===== src/rtl/sevenseg_scan_driver_if.sv =====
// Display-side bundle for the seven-segment scan driver.
// The host drives value/control; the driver returns segment and anode pins.
interface sevenseg_scan_driver_if #(
  parameter int unsigned NUM_DIGITS = 4
);
  logic                    en;
  logic [4*NUM_DIGITS-1:0] value;
  logic                    load;
  logic [NUM_DIGITS-1:0]   dp_mask;
  logic                    blank_lz;
  logic [6:0]              seg;
  logic                    dp;
  logic [NUM_DIGITS-1:0]   an;
  logic                    frame_done;

  modport master (
    output en, value, load, dp_mask, blank_lz,
    input  seg, dp, an, frame_done
  );

  modport slave (
    input  en, value, load, dp_mask, blank_lz,
    output seg, dp, an, frame_done
  );
endinterface


===== src/rtl/sevenseg_scan_driver.sv =====
// Time-multiplexed hex seven-segment driver with frame-synchronous
// double buffering, leading-zero blanking and per-digit decimal points.
module sevenseg_scan_driver #(
  parameter int unsigned NUM_DIGITS     = 4,
  parameter int unsigned REFRESH_DIV    = 100000,
  parameter bit          SEG_ACTIVE_LOW = 1'b1,
  parameter bit          AN_ACTIVE_LOW  = 1'b1
) (
  input logic                  clk,
  input logic                  rst,
  sevenseg_scan_driver_if.slave bus
);

  localparam int unsigned IW =
    (NUM_DIGITS > 1) ? $clog2(NUM_DIGITS) : 1;
  localparam int unsigned PW =
    (REFRESH_DIV > 1) ? $clog2(REFRESH_DIV) : 1;
  localparam int unsigned VW = 4 * NUM_DIGITS;

  localparam logic [PW-1:0] P_LAST = PW'(REFRESH_DIV - 1);
  localparam logic [IW-1:0] I_LAST = IW'(NUM_DIGITS - 1);
  localparam logic [6:0] SEG_INV = {7{SEG_ACTIVE_LOW}};
  localparam logic [NUM_DIGITS-1:0] AN_INV =
    {NUM_DIGITS{AN_ACTIVE_LOW}};

  logic [PW-1:0]         presc;
  logic [IW-1:0]         idx;
  logic [VW-1:0]         active;
  logic [VW-1:0]         pending;
  logic                  pend_valid;
  logic                  tc;
  logic                  wrap;
  logic                  fd_q;
  logic [NUM_DIGITS-1:0] lz;
  logic                  nz_acc;
  logic [3:0]            nib;
  logic                  blank;
  logic [6:0]            seg_hi;
  logic [NUM_DIGITS-1:0] an_hi;
  logic [NUM_DIGITS-1:0] an_q;
  logic [6:0]            seg_q;
  logic                  dp_q;

  assign tc   = bus.en && (presc == P_LAST);
  assign wrap = tc && (idx == I_LAST);

  always_ff @(posedge clk or posedge rst) begin
    if (rst) begin
      presc <= '0;
      idx   <= '0;
    end else if (bus.en) begin
      if (tc) begin
        presc <= '0;
        idx   <= wrap ? '0 : idx + 1'b1;
      end else begin
        presc <= presc + 1'b1;
      end
    end
  end

  // A load landing on the wrap cycle bypasses the pending slot.
  always_ff @(posedge clk or posedge rst) begin
    if (rst) begin
      active     <= '0;
      pending    <= '0;
      pend_valid <= 1'b0;
    end else if (wrap) begin
      if (bus.load) begin
        active <= bus.value;
      end else if (pend_valid) begin
        active <= pending;
      end
      pend_valid <= 1'b0;
    end else if (bus.load) begin
      pending    <= bus.value;
      pend_valid <= 1'b1;
    end
  end

  always_ff @(posedge clk or posedge rst) begin
    if (rst) begin
      fd_q <= 1'b0;
    end else begin
      fd_q <= wrap;
    end
  end

  // lz[i] is set when nibbles i..top are all zero.
  always_comb begin
    lz     = '0;
    nz_acc = 1'b0;
    for (int i = NUM_DIGITS - 1; i >= 0; i--) begin
      nz_acc = nz_acc | (|active[4*i +: 4]);
      lz[i]  = !nz_acc;
    end
  end

  assign nib   = 4'(active >> {idx, 2'b00});
  assign blank = bus.blank_lz && (idx != '0) && lz[idx];
  assign an_hi = NUM_DIGITS'(1) << idx;

  always_comb begin
    unique case (nib)
      4'h0: seg_hi = 7'b1111110;
      4'h1: seg_hi = 7'b0110000;
      4'h2: seg_hi = 7'b1101101;
      4'h3: seg_hi = 7'b1111001;
      4'h4: seg_hi = 7'b0110011;
      4'h5: seg_hi = 7'b1011011;
      4'h6: seg_hi = 7'b1011111;
      4'h7: seg_hi = 7'b1110000;
      4'h8: seg_hi = 7'b1111111;
      4'h9: seg_hi = 7'b1111011;
      4'hA: seg_hi = 7'b1110111;
      4'hB: seg_hi = 7'b0011111;
      4'hC: seg_hi = 7'b1001110;
      4'hD: seg_hi = 7'b0111101;
      4'hE: seg_hi = 7'b1001111;
      4'hF: seg_hi = 7'b1000111;
    endcase
  end

  always_ff @(posedge clk or posedge rst) begin
    if (rst) begin
      an_q  <= AN_INV;
      seg_q <= SEG_INV;
      dp_q  <= SEG_ACTIVE_LOW;
    end else if (!bus.en || blank) begin
      an_q  <= AN_INV;
      seg_q <= SEG_INV;
      dp_q  <= SEG_ACTIVE_LOW;
    end else begin
      an_q  <= an_hi ^ AN_INV;
      seg_q <= seg_hi ^ SEG_INV;
      dp_q  <= bus.dp_mask[idx] ^ SEG_ACTIVE_LOW;
    end
  end

  assign bus.an         = an_q;
  assign bus.seg        = seg_q;
  assign bus.dp         = dp_q;
  assign bus.frame_done = fd_q;

endmodule


===== src/flat_wrapper.sv =====
// flat-port wrapper written by rule: the top's interface ports become plain ports
module sevenseg_scan_driver_flat 
#(
  parameter int unsigned NUM_DIGITS     = 4,
  parameter int unsigned REFRESH_DIV    = 100000,
  parameter bit          SEG_ACTIVE_LOW = 1'b1,
  parameter bit          AN_ACTIVE_LOW  = 1'b1
)
  (clk, rst, bus_en, bus_value, bus_load, bus_dp_mask, bus_blank_lz, bus_seg, bus_dp, bus_an, bus_frame_done);
  sevenseg_scan_driver_if #(.NUM_DIGITS(NUM_DIGITS)) bus_i ();
  input logic clk;
  input logic rst;
  input wire logic [$bits(bus_i.en)-1:0] bus_en;
  input wire logic [$bits(bus_i.value)-1:0] bus_value;
  input wire logic [$bits(bus_i.load)-1:0] bus_load;
  input wire logic [$bits(bus_i.dp_mask)-1:0] bus_dp_mask;
  input wire logic [$bits(bus_i.blank_lz)-1:0] bus_blank_lz;
  output wire logic [$bits(bus_i.seg)-1:0] bus_seg;
  output wire logic [$bits(bus_i.dp)-1:0] bus_dp;
  output wire logic [$bits(bus_i.an)-1:0] bus_an;
  output wire logic [$bits(bus_i.frame_done)-1:0] bus_frame_done;
  assign bus_i.en = bus_en;
  assign bus_i.value = bus_value;
  assign bus_i.load = bus_load;
  assign bus_i.dp_mask = bus_dp_mask;
  assign bus_i.blank_lz = bus_blank_lz;
  assign bus_seg = bus_i.seg;
  assign bus_dp = bus_i.dp;
  assign bus_an = bus_i.an;
  assign bus_frame_done = bus_i.frame_done;
  sevenseg_scan_driver #(.NUM_DIGITS(NUM_DIGITS), .REFRESH_DIV(REFRESH_DIV), .SEG_ACTIVE_LOW(SEG_ACTIVE_LOW), .AN_ACTIVE_LOW(AN_ACTIVE_LOW)) u_core (.clk(clk), .rst(rst), .bus(bus_i));
endmodule

===== config.mk =====
export PLATFORM = sky130hd
export DESIGN_NAME = sevenseg_scan_driver_flat
export DESIGN_NICKNAME = d
export VERILOG_FILES = /design/src/rtl/sevenseg_scan_driver_if.sv /design/src/rtl/sevenseg_scan_driver.sv /design/src/flat_wrapper.sv
export SDC_FILE = /design/constraint.sdc
export NUM_CORES = 1
export LEC_CHECK = 0
export ABC_AREA = 1
export BUFFER_PORTS_ARGS = -buffer_cell sky130_fd_sc_hd__buf_2
export CORE_MARGIN = 2
export CORE_UTILIZATION = 53
export CTS_CLUSTER_SIZE = 40
export DETAILED_ROUTE_END_ITERATION = 6
export PLACE_DENSITY = 0.75
export SLEW_MARGIN = 10
export SYNTH_ARGS = -nofsm -noshare
export SYNTH_HDL_FRONTEND = slang
export SYNTH_SLANG_ARGS = --single-unit

===== constraint.sdc =====
create_clock -name clk -period 2.2 [get_ports clk]
set_input_delay 0.33 -clock clk [delete_from_list [all_inputs] [get_ports clk]]
set_output_delay 0.33 -clock clk [all_outputs]
set_load 0.005 [all_outputs]

==> metrics.md, run 1 <==
| Metric | Value |
|---|---|
| Status | finished, final reports clean |
| Vias in the first global route | 3,002 |
| Site Rows | 29 |
| # nets final | 527 |
| Worst Setup SP | u_core.idx[0] |
| R2R depth | 11 |
| Gr ovfl total | 0 |
| Period utilization | 0.833 |
| Final Hold Viols | 0 |
| Finish-stage setup viols | 0 |
| Routability Congestion | 0.979 |
| Post-route ant nets | 0 |
| Clock sink total | 65 |
| Synth Instances | 452 |
| Sequential area share after synthesis | 0.458 |
| Finished Cell Area | 0.00403 sq mm |
| Commonest cells after routing, fill and taps aside | nand2_1 (153), nand3_1 (54), dfrtp_1 (53) |
| Most common cell after layout, fill and taps aside | nand2_1 |
| Tot Pwr | 2.79 mW |
| Starting Density | 0.554 |
| Routed vias | 3,048 |
| Die W | 86.2 um |
| Netlist cell types | 32 |
| Primary FF master, synth | dfrtp_1 |
| Async S/R FF share, synth | 1.00 |
| CP Data Arrival Time | 2.08 ns |
| Synth top area share | 0.370 |
| Unrepaired setup endpoints after global routing | false |
| Core Region | 0.00646 sq mm |
| Largest net degree at the start of global routing | 66 |
| Mean Syn Cell Area | 7.92 sq um |
| Startpoint Class | flop |
| Max Clock Skew | 0.00438 ns |
| Final Slew Violations | 0 |
| RR Endpoint | u_core.bus.seg[3] |
| Relative slew slack | 0.683 |
| Area after DPL | 0.00383 sq mm |
| Clock Pin Slew Worst Setup and Hold Paths | 0.07 ns |
| Die Height | 86.2 um |
| Max Root-Sink Buffers | 2 |
| DIE AREA | 0.00743 sq mm |
| F_max | 545 MHz |
| Vias per Instance | 5.33 |
| Tmin final | 1.83 ns |
| Hold-fix buffers, CTS | 0 |
| Number of remaining DRC errors | 0 |
| Setup_tns | 0 ns |
| WL/cell | 13.0 um |
| Total GRT Usage | 0.225 |
| WP data required | 2.45 ns |
| HPWL Detailed | 5290 um |
| Hold Crit Class | primary input to async pin |
| Post-synthesis instance area | 0.00358 sq mm |
| Syn_nets | 488 |
| Synth area leaders | dfrtp_1 (37%), nand2_1 (16%), dfstp_2 (8.8%) |
| Worst r2r src | u_core.idx[0] |
| First-pass DRT Iterations | 6 |
| EDFF count, synth | 0 |
| Yosys top cell by area | dfrtp_1 |
| Port buffer count | 37 |
| Total CTS buffers | 9 |
| CP Class | flop to flop |
| Setup crit end kind | flop |
| Measured slew at the worst slew-check pin | 0.475 ns |
| Layout cells sized above 1 | 0.198 |
| H-Tree Depth | 3 |
| Ant diodes | 0 |
| YS warnings | 0 |
| CTS Root Cell | clkbuf_8 |
| Flop-to-flop setup slack | 0.37 ns |
| Area added between synthesis and finish | 12.6% |
| CTS tree | done |
| Antenna violations before repair | 0 |
| Fill cell count | 580 |
| Yosys reg bits | 65 |
| CP Max Fanout | 12 |
| Leakage | 2.03 nW |
| Initial DRC count | 169 |
| IO Pins | 38 |
| Clk_lat worst skew | 0.35 ns |
| First-pass GRT wire length | 13,400 um |
| Worst VDD drop | 0.405 mV |
| Max-cap violations | 0 |
| Total wire length | 7460 um |
| Cell Pwr Density | 691 mW/mm^2 |
## worst max path at each step
stage	end	cells after the start
after global placement	u_core.bus.seg[4]	7
after floorplan	u_core.active[0]	1
final	u_core.bus.seg[3]	11
after global routing	u_core.bus.seg[1]	11
after detailed placement	u_core.bus.seg[5]	7
after CTS	u_core.bus.seg[5]	7
## metrics by stage
stage | worst slack, ns | std cells | utilization | hold slack, ns
after CTS | 0.223 | 572 | 0.624 | 0.0625
final | 0.367 | 572 | 0.625 | 0.0434
after floorplan | 0.263 | 452 | - | 0.438
after detailed placement | 0.248 | 557 | 0.593 | 0.429
after global placement | 0.366 | 557 | 0.593 | 0.429
after global routing | 0.210 | 572 | 0.625 | 0.0765
## registers in the layout, indices dropped and copies added (netlist names)
register and cells:
u_core.pend_valid 1, u_core.pending 16, u_core.idx 2, u_core.presc 17
u_core.bus.frame_done 1, u_core.bus.an 4, u_core.bus.seg 7, u_core.bus.dp 1
u_core.active 16
## routing by layer
metal,vias up,routed length [um],GRT usage
met1,1419,3560,0.304
met3,16,334,0.0505
met2,81,3400,0.353
met5,-,0,0
li1,1532,-,-
met4,0,168,0.0952
## cell usage after synthesis (2+ instances only)
cell type and instances:
nor2_2 3, nand2_2 2, dfstp_2 12, buf_6 2, o21ai_0 11, dfrtp_1 53
nand4_1 18, nor2_1 46, nand3_1 54, nand2_1 153, a21oi_1 4, mux2_2 16
inv_2 3, buf_2 9, inv_1 32, buf_4 4, ha_1 11, or2_0 2
xnor2_1 3, nor3_1 2
## cell type report
type | instances | area [sq um] | area share
well taps | 77 | 96.3 | 0.0239
repair buffers | 45 | 258 | 0.0639
inverters | 35 | 131 | 0.0326
clock buffers | 11 | 131 | 0.0326
flip-flops and latches | 65 | 1640 | 0.407
multi-input cells | 335 | 1710 | 0.423
clock inverters | 4 | 68.8 | 0.0171
## worst max-delay path, stage by stage (launching register included)
cell and delay [ns]:
dfrtp_1 0.40, inv_1 0.08, buf_4 0.18, nand2_1 0.06
nand3_1 0.09, nand2_1 0.21, inv_1 0.12, ha_1 0.26
nand2_1 0.10, o21ai_0 0.09, nand2_1 0.07, nand3_1 0.07
## cells by family (layout without fill, tap and decap cells)
family,after synthesis,count (layout),synth area share
AOI/OAI and AO/OA,18,18,0.0269
xor gates and xnor gates,4,4,0.00979
adders and majority gates,11,11,0.0384
buffers and inverters,52,95,0.0660
DFF,65,65,0.458
muxes,16,16,0.0503
and+or+nand+nor,286,286,0.350
## power breakdown
| group | leakage, nW | internal [mW] | switching, mW | total (mW) |
|---|---|---|---|---|
| sequential | 0.790 | 1.30 | 0.0897 | 1.39 |
| clock | 0.101 | 0.627 | 0.443 | 1.07 |
| combinational | 1.14 | 0.139 | 0.190 | 0.329 |
| total | 2.03 | 2.06 | 0.722 | 2.79 |
## repair_timing
action / 4_1_cts / 5_1_grt
buffers inserted: 0 / 0
resized for setup: 0 / 1
endpoints found under the setup margin: 0 / 1
Note: power is estimated with default switching activity, not from simulation.
==> run 2, diff against run 1 <==
Settings changed: PLACE_DENSITY 0.75 to 0.78.
Clock period 2.2 ns to 1.5 ns, I/O delays scaled along.
==> metrics.md, run 2 (synthesis results as in run 1) <==
| Metric | Value |
|---|---|
| Total wire length | 8910 um (+19%) |
| Site Rows | 29 (unchanged) |
| Area taken by multi-input logic gates | 0.00200 sq mm (+17%) |
| # nets final | 557 (+5.7%) |
| Max-cap violations | 0 (unchanged) |
| Clock power frac | 0.331 (-0.053) |
| First-pass GRT wire length | 14,100 um (+5.1%) |
| Final Slew Violations | 0 (unchanged) |
| Startpoint Class | flop |
| CTS Root Cell | clkbuf_8 |
| Clock Pin Slew Worst Setup and Hold Paths | 0.07 ns (about the same) |
| Die W | 86.2 um (unchanged) |
| R2R depth | 8 (-3) |
| Status | finished, final reports clean |
| Port buffer count | 37 (unchanged) |
| Initial DRC count | 198 (+17%) |
| Clock sink total | 65 (unchanged) |
| Clk_lat worst skew | 0.35 ns (about the same) |
| CP Max Fanout | 4 (-8) |
| CP Cell Sequence | inv_1 -> nand2_1 -> nor2_2 -> nand3_1 -> nor2_4 -> buf_4 -> nand2_1 -> o21ai_0 |
| Sequential power share | 0.507 (+0.009) |
| Die Height | 86.2 um (unchanged) |
| Largest Register | u_core.presc |
| DIE AREA | 0.00743 sq mm (unchanged) |
| Post-route setup slack | 0.00717 ns (-0.359 ns) |
| Fill cell count | 488 (-16%) |
| Worst path depth | 8 (-3) |
| Ant diodes | 0 (unchanged) |
| H-Tree Depth | 3 (unchanged) |
| Int Pwr | 2.84 mW (+38%) |
| Final Hold Viols | 0 (unchanged) |
| Top Registers | u_core.presc (17), u_core.active (16), u_core.pending (16) |
| Register Area | 0.00165 sq mm (+0.38%) |
| Gr busiest metal | met2 |
| Total GRT Usage | 0.238 (+0.0131) |
| Routability Congestion | 0.872 (-11%) |
| CTS tree | done |
| CP Data Arrival Time | 1.74 ns (-0.34 ns) |
| Largest net degree at the start of global routing | 54 (-18%) |
| Critical Path Max Stage Delay | 0.42 ns (+0.02 ns) |
| Combinational share of power | 0.163 (+0.045) |
| Most common cell after layout, fill and taps aside | nand2_1 |
| F_max | 670 MHz (+23%) |
| Vias per Instance | 5.43 (+1.9%) |
| Crit path top cell by count | nand2_1 |
| Relative slew slack | 0.733 (+0.0500) |
| Post-route ant nets | 0 (unchanged) |
| Routed vias | 3,273 (+7.4%) |
| First-pass DRT Iterations | 5 (-1) |
| Hold Crit Class | primary input to async pin |
| Worst path slowest cell | dfrtp_1 |
| HPWL Detailed | 5780 um (+9.3%) |
| Net switching power | 1.18 mW (+64%) |
| Cell Pwr Density | 878 mW/mm^2 (+27%) |
| Met1 usage | 0.319 (+0.0146) |
| Max reg flops | 17 (unchanged) |
| Starting Density | 0.554 (unchanged) |
| IO Pins | 38 (unchanged) |
| WL/cell | 14.8 um (+13%) |
| M3 GR Usage | 0.0419 (-0.00857) |
| Sw Ratio | 0.294 (+0.0348) |
| CP Class | flop to flop |
| Measured slew at the worst slew-check pin | 0.400 ns (-0.0749 ns) |
| Leakage | 2.18 nW (+7.7%) |
| Tmin final | 1.49 ns (-0.341 ns) |
| Antenna violations before repair | 0 (unchanged) |
| Max Clock Skew | 0.00680 ns (+0.00242 ns) |
| Unrepaired setup endpoints after global routing | true |
| Commonest cells after routing, fill and taps aside | nand2_1 (133), dfrtp_1 (48), nand3_1 (45) |
| Gr ovfl total | 0 (unchanged) |
| Total CTS buffers | 9 (unchanged) |
| Met2 usage | 0.388 (+0.0345) |
| Place WS | -0.101 ns (-0.349 ns) |
| Worst VDD drop | 0.558 mV (+38%) |
| Area added between synthesis and finish | 28.0% |
| WP data required | 1.74 ns (-0.71 ns) |
| Finish-stage setup viols | 0 (unchanged) |
| Core Region | 0.00646 sq mm (unchanged) |
| Number of remaining DRC errors | 0 (unchanged) |
| Period utilization | 0.995 (+0.162) |
| Tot Pwr | 4.03 mW (+45%) |
| Buffer and inverter count on the worst path | 2 (-1) |
| Setup_tns | 0 ns (unchanged) |
| Vias in the first global route | 3,117 (+3.8%) |
| Delay-heaviest family, CP | simple AND/OR/NAND/NOR gates |
| Max Root-Sink Buffers | 2 (unchanged) |
| Setup crit end kind | flop |
| Layout cells sized above 1 | 0.359 (+0.161) |
[run 2: cell types whose count changed in the layout (fill, tap and decap cells not counted), sizes merged]
cell	previous run	this run
nand4	19	20
bufinv	2	0
clkinv	2	6
buf	45	74
inv	35	32
clkinvlp	0	2
[run 2: layout make-up]
| class | count | share of cell area |
|---|---|---|
| multi-input combinational | 336 | 0.435 |
| sequential | 65 | 0.360 |
| timing repair buffer | 74 | 0.113 |
| inverter | 35 | 0.0333 |
| clock buffer | 11 | 0.0308 |
| tap | 77 | 0.0210 |
| clock inverter | 5 | 0.00683 |
[run 2: layer usage]
layer / routed length, um / vias up / share of wire
met5: 0 / - / 0
met4: 95 / 0 / 0.011
met3: 376 / 9 / 0.042
met2: 4480 / 100 / 0.50
met1: 3960 / 1562 / 0.44
li1: - / 1602 / -
[run 2: what timing repair did]
item                                    CTS  global route
pin swaps                                 2            20
hold buffers                              0             0
gates cloned                              1             3
endpoints found under the setup margin   27            54
buffers inserted                          3             5
resized for setup                        11            84
[run 2: final timing paths]
check                                  startpoint                 end  slack [ns]
max in group asynchronous                     rst     u_core.presc[4]        1.12
worst max-delay path              u_core.presc[6]       u_core.idx[1]       0.007
worst min-delay path                          rst    u_core.bus.an[3]        0.06
min in group clk                    bus_value[14]  u_core.pending[14]        0.12
worst min register to register  u_core.pending[2]   u_core.pending[2]        0.47
worst max register to register    u_core.presc[6]       u_core.idx[1]       0.007
[run 2: stage by stage]
step / cells / util / hold WS, ns / instance area, sq um
6_report: 603 / 0.710 / 0.0588 / 4580
3_3_place_gp: 575 / 0.618 / 0.432 / 3990
3_5_place_dp: 575 / 0.618 / 0.444 / 3990
5_1_grt: 603 / 0.710 / 0.0855 / 4580
2_1_floorplan: 452 / - / 0.358 / 3600
4_1_cts: 595 / 0.655 / 0.0788 / 4230
[run 2: power groups by stage]
| stage | Combinational, mW | Sequential [mW] | Clock (mW) |
|---|---|---|---|
| final | 0.655 | 2.04 | 1.33 |
| after global routing | 0.729 | 2.05 | 1.44 |
| after CTS | 0.579 | 2.02 | 1.34 |
| after detailed placement | 0.566 | 2.05 | 0 |
| after global placement | 0.552 | 2.04 | 0 |
| after floorplan | 0.360 | 2.03 | 0 |
